$ cat src/rtl/mmio_fact_accel.sv
// Memory-mapped factorial accelerator on the MIPS data-memory port.
// Define FACT_IRQ_EN to add a completion interrupt output (irq).
module mmio_fact_accel #(
  parameter logic [31:0] BASE_ADDR = 32'h0000_0800,
  parameter int unsigned N_MAX     = 12
) (
  input  logic        clk,
  input  logic        rst,
  input  logic        we,
  input  logic [31:0] addr,
  input  logic [31:0] wd,
  output logic [31:0] rd
`ifdef FACT_IRQ_EN
  ,
  output logic        irq
`endif
);

  typedef enum logic [0:0] {IDLE, BUSY} state_t;

  state_t      state_q, state_d;
  logic [3:0]  n_q, n_d;
  logic [3:0]  cnt_q, cnt_d;
  logic [31:0] prod_q, prod_d;
  logic [31:0] result_q, result_d;
  logic        done_q, done_d;
  logic        err_q, err_d;
  logic        irq_q, irq_d;

  logic        hit;
  logic [1:0]  offset;
  logic        wr;
  logic        go_wr;
  logic        status_wr;
  logic        done_set;
  logic        go_accept;
  logic        unused_bits;

  assign hit         = (addr[31:4] == BASE_ADDR[31:4]);
  assign offset      = addr[3:2];
  assign wr          = we && hit;
  assign go_wr       = wr && (offset == 2'd1) && wd[0];
  assign status_wr   = wr && (offset == 2'd2);
  assign unused_bits = ^{addr[1:0], wd[31:4]};

  always_comb begin
    state_d   = state_q;
    n_d       = n_q;
    cnt_d     = cnt_q;
    prod_d    = prod_q;
    result_d  = result_q;
    done_d    = done_q;
    err_d     = err_q;
    done_set  = 1'b0;
    go_accept = 1'b0;

    if (wr && (offset == 2'd0)) begin
      n_d = wd[3:0];
    end

    case (state_q)
      IDLE: begin
        if (go_wr) begin
          go_accept = 1'b1;
          if (32'(n_q) > N_MAX) begin
            err_d    = 1'b1;
            done_d   = 1'b1;
            result_d = 32'd0;
            done_set = 1'b1;
          end else begin
            err_d   = 1'b0;
            done_d  = 1'b0;
            prod_d  = 32'd1;
            cnt_d   = n_q;
            state_d = BUSY;
          end
        end
      end
      BUSY: begin
        // cnt counts down to 1; N=0 falls straight through with prod=1
        if (cnt_q > 4'd1) begin
          prod_d = prod_q * {28'd0, cnt_q};
          cnt_d  = cnt_q - 4'd1;
        end else begin
          result_d = prod_q;
          done_d   = 1'b1;
          done_set = 1'b1;
          state_d  = IDLE;
        end
      end
      default: state_d = IDLE;
    endcase

    irq_d = irq_q;
`ifdef FACT_IRQ_EN
    if (status_wr || go_accept) begin
      irq_d = 1'b0;
    end
    if (done_set) begin
      irq_d = 1'b1;
    end
`else
    irq_d = 1'b0;
`endif
  end

  always_ff @(posedge clk) begin
    if (rst) begin
      state_q  <= IDLE;
      n_q      <= 4'd0;
      cnt_q    <= 4'd0;
      prod_q   <= 32'd0;
      result_q <= 32'd0;
      done_q   <= 1'b0;
      err_q    <= 1'b0;
      irq_q    <= 1'b0;
    end else begin
      state_q  <= state_d;
      n_q      <= n_d;
      cnt_q    <= cnt_d;
      prod_q   <= prod_d;
      result_q <= result_d;
      done_q   <= done_d;
      err_q    <= err_d;
      irq_q    <= irq_d;
    end
  end

  always_comb begin
    rd = 32'd0;
    if (hit) begin
      case (offset)
        2'd0:    rd = {28'd0, n_q};
        2'd1:    rd = {31'd0, (state_q == BUSY)};
        2'd2:    rd = {30'd0, err_q, done_q};
        default: rd = result_q;
      endcase
    end
  end

`ifdef FACT_IRQ_EN
  assign irq = irq_q;
`else
  logic unused_irq;
  assign unused_irq = ^{irq_q, irq_d, status_wr, go_accept};
`endif

endmodule

$ cat config.mk
export PLATFORM = sky130hd
export DESIGN_NAME = mmio_fact_accel
export DESIGN_NICKNAME = d
export VERILOG_FILES = /design/src/rtl/mmio_fact_accel.sv
export SDC_FILE = /design/constraint.sdc
export NUM_CORES = 1
export LEC_CHECK = 0
export BUFFER_PORTS_ARGS = -buffer_cell sky130_fd_sc_hd__clkbuf_2
export CORE_MARGIN = 2
export CORE_UTILIZATION = 59
export DETAILED_ROUTE_END_ITERATION = 16
export GPL_TIMING_DRIVEN = 0
export PLACE_DENSITY = 0.82
export SLEW_MARGIN = 15
export SYNTH_ARGS = -nofsm -noshare
export SYNTH_HDL_FRONTEND = slang
export SYNTH_SLANG_ARGS = --single-unit
$ cat constraint.sdc
create_clock -name clk -period 5.3 [get_ports clk]
set_clock_uncertainty 0.15 [all_clocks]
set_input_delay 0.795 -clock clk [delete_from_list [all_inputs] [get_ports clk]]
set_output_delay 0.795 -clock clk [all_outputs]
set_load 0.03 [all_outputs]
==> flow_metrics.tcl <==
set metrics [dict create \
    io_buffers 65 \
    fp.dieW_um 111 \
    crit_family "compound AO/OA/AOI/OAI gates" \
    syn_area_per_cell_um2 8.06 \
    fillCellCount 938 \
    clock_latency_ps 340 \
    post-cts-setup-buffers 0 \
    htree_levels 3 \
    ant_nets 0 \
    finalHoldViolCount 0 \
    ys_seq_area_frac 0.222 \
    synth_top_flop_cell "dfxtp_1" \
    hpwl_um 13300 \
    p_per_area_mw_per_mm2 166 \
    wl_per_cell_um 16.4 \
    path_buf_inv 2 \
    cp_slowest_cell "fa_1" \
    r2r-start "cnt_q[3]$_SDFFE_PP0P_" \
    fin_setup_tns_ps 0 \
    worstPathArrival_ps 5200 \
    numCtsBuffers 9 \
    start_util 0.599 \
    n_antenna_cell 0 \
    firstDrtPassIters 5 \
    boundaryPins 99 \
    clk_pin_slew_ps 60 \
    rsz0062_at_grt "no" \
    dpl_cell_area_mm2 0.00728 \
    status "finished, final reports clean" \
    root_buffer "clkbuf_16" \
    fmax_mhz 194 \
    nets 1075 \
    die_h_um 111 \
    antenna_found_initial 0 \
    via_per_inst 5.83 \
    critical_path_depth 15 \
    rr_endpoint "prod_q[28]$_SDFFE_PP0P_" \
    drt_iter0_drc 460 \
    crit_chain "clkbuf_1, nand2_1, fa_1, fa_1, inv_1, fa_1, a21o_1, a221oi_2, a211oi_2, a21oi_2, o41ai_4, a211oi_2, a21oi_1, xnor2_1, o21ai_0" \
    yosys_warnings 0 \
    leakagePower_nw 3.52 \
    cts_tree "done" \
    coreArea_mm2 0.0113 \
    regArea_mm2 0.00150 \
    synth_nets 999 \
    startpoint_type "register" \
    grtUsageTotal 0.287 \
    hp-class "register to register" \
    grt_pass1_wl_um 28800 \
    grt_start_max_net_pins 14 \
    drive_gt1_frac 0.107 \
    period_minus_slack_ps 5150 \
    end_kind "register" \
    syn_area_mm2 0.00678 \
    synthToLayoutAreaGrowth_pct 12.2 \
    mostFrequentLayoutCells "inv_1 (118), and2_1 (116), dfxtp_1 (75), nor2_1 (72), nand2_1 (68)" \
    required_ps 5360 \
    r2r_slack_ps 150 \
    grt_pass1_vias 5955 \
    min_from "done_q$_SDFFE_PP0P_" \
    routed_wl_um 17500 \
    dp_slack_ps 199 \
    irDropWorstVdd_mv 0.172 \
    synth_edf_count 0 \
    multiInputGateArea_mm2 0.00468 \
    synth_seq_cells 75 \
    drc 0 \
    synth_cell_types 58 \
    cts.sinks 75 \
    setup_viol 0 \
    whs_path_depth 2 \
    crit_top_cell "fa_1" \
    synth-async-reset-ratio 0 \
    min_period_over_period 0.971 \
    min_to "done_q$_SDFFE_PP0P_" \
    final_cell_area_mm2 0.00760 \
    gp_congestion 0.877 \
    slowest_delay_ps 550 \
    rows 39 \
    worstSetupPathType "register to register" \
    path_max_fanout 10 \
    worst_slack_ps 153 \
    num_vias 6199 \
    ff2ff_path_depth 15 \
    overflow 0 \
    synthCells 841 \
    final_common_cell "inv_1" \
    die_area_mm2 0.0124 \
    slew_headroom 0.398 \
    drv_cap 0 \
    clock_path_buffers 2 \
    tightestPinTransition_ps 900 \
    maxSlewViolCount 0 \
    fin_util 0.672 \
]
-- synth_stat cells (5+ instances only) --
master    count  area [um^2]
xnor2_1      18          158
dfxtp_1      75         1500
fa_1         57         1140
nand2b_1      7         43.8
nand4_1       5         31.3
clkbuf_1     41          154
nor2_1       72          270
a21o_1       10         75.1
a22oi_1      45          338
nor4_1       12         75.1
a21oi_1      34          170
ha_1         34          425
or3_1         5         31.3
inv_1       118          443
nand3_1      10         50.1
nand2_1      68          255
nor2b_1       8         50.1
and2_1      116          726
o21bai_1      5         37.5
xor2_1       10         87.6
mux2i_1       6         60.1
o21ai_0      26          130
-- per-layer routing --
layer,GRT usage,up-vias,wire [um]
met3,0.0519,44,1260
met4,0.123,0,554
met5,0,-,0
li1,-,2905,-
met2,0.457,269,8120
met1,0.386,2981,7560
-- where the power goes --
| group | leakage [nW] | internal [mW] | switching (mW) | total (mW) |
|---|---|---|---|---|
| combinational | 2.76 | 0.0129 | 0.0220 | 0.0349 |
| sequential | 0.604 | 0.564 | 0.0000000000469 | 0.564 |
| clock | 0.152 | 0.411 | 0.252 | 0.664 |
| total | 3.52 | 0.988 | 0.274 | 1.26 |
-- logic make-up after synthesis --
group,Yosys count,share of synthesized area
multiplexers,9,0.0155
buffers and inverters,159,0.0881
AO/OA/AOI/OAI,159,0.163
AND/OR/NAND/NOR,320,0.244
flip-flops,75,0.222
adder cells (fa/ha/maj),91,0.231
XOR/XNOR,28,0.0362
-- worst max path at each step --
stage / start / endpoint / slack, ps
floorplan: cnt_q[3]$_SDFFE_PP0P_ / prod_q[25]$_SDFFE_PP0P_ / 1190
global placement: cnt_q[3]$_SDFFE_PP0P_ / prod_q[25]$_SDFFE_PP0P_ / 240
detailed placement: cnt_q[3]$_SDFFE_PP0P_ / prod_q[25]$_SDFFE_PP0P_ / 200
CTS: cnt_q[3]$_SDFFE_PP0P_ / prod_q[25]$_SDFFE_PP0P_ / 160
global route: cnt_q[3]$_SDFFE_PP0P_ / prod_q[28]$_SDFFE_PP0P_ / 20
finish: cnt_q[3]$_SDFFE_PP0P_ / prod_q[28]$_SDFFE_PP0P_ / 150
-- timing repair --
item,CTS,global route
setup endpoints to repair,0,5
hold buffers,0,0
gates resized for setup,0,3
-- layout make-up --
class	instances	share of cell area
buffer	41	0.0204
multi-input combinational	607	0.616
sequential	75	0.197
tap	143	0.0235
inverter	118	0.0583
clock buffer	9	0.0296
clock inverter	6	0.0118
timing repair buffer	65	0.0428
-- worst reg2reg max path: cells and delay by family, from the launching register on --
kind                     cells  cell delay (ps)
buffers and inverters        2              560
AO/OA/AOI/OAI                8             1920
adder cells (fa/ha/maj)      3             1560
flip-flops                   1              430
AND/OR/NAND/NOR              1              160
XOR/XNOR                     1              220
-- per-stage QoR --
step	total power [mW]	hold WS, ps	std cells
2_1_floorplan	0.589	283	841
3_3_place_gp	0.610	296	1049
3_5_place_dp	0.611	300	1049
4_1_cts	1.26	307	1064
5_1_grt	1.28	357	1064
6_report	1.26	308	1064
-- state kept, by name (all words and copies together) (netlist names) --
signal and count:
state_q 1, err_q 1, done_q 1, n_q 4
cnt_q 4, prod_q 32, result_q 32
Power figures use the tool's default switching activity.
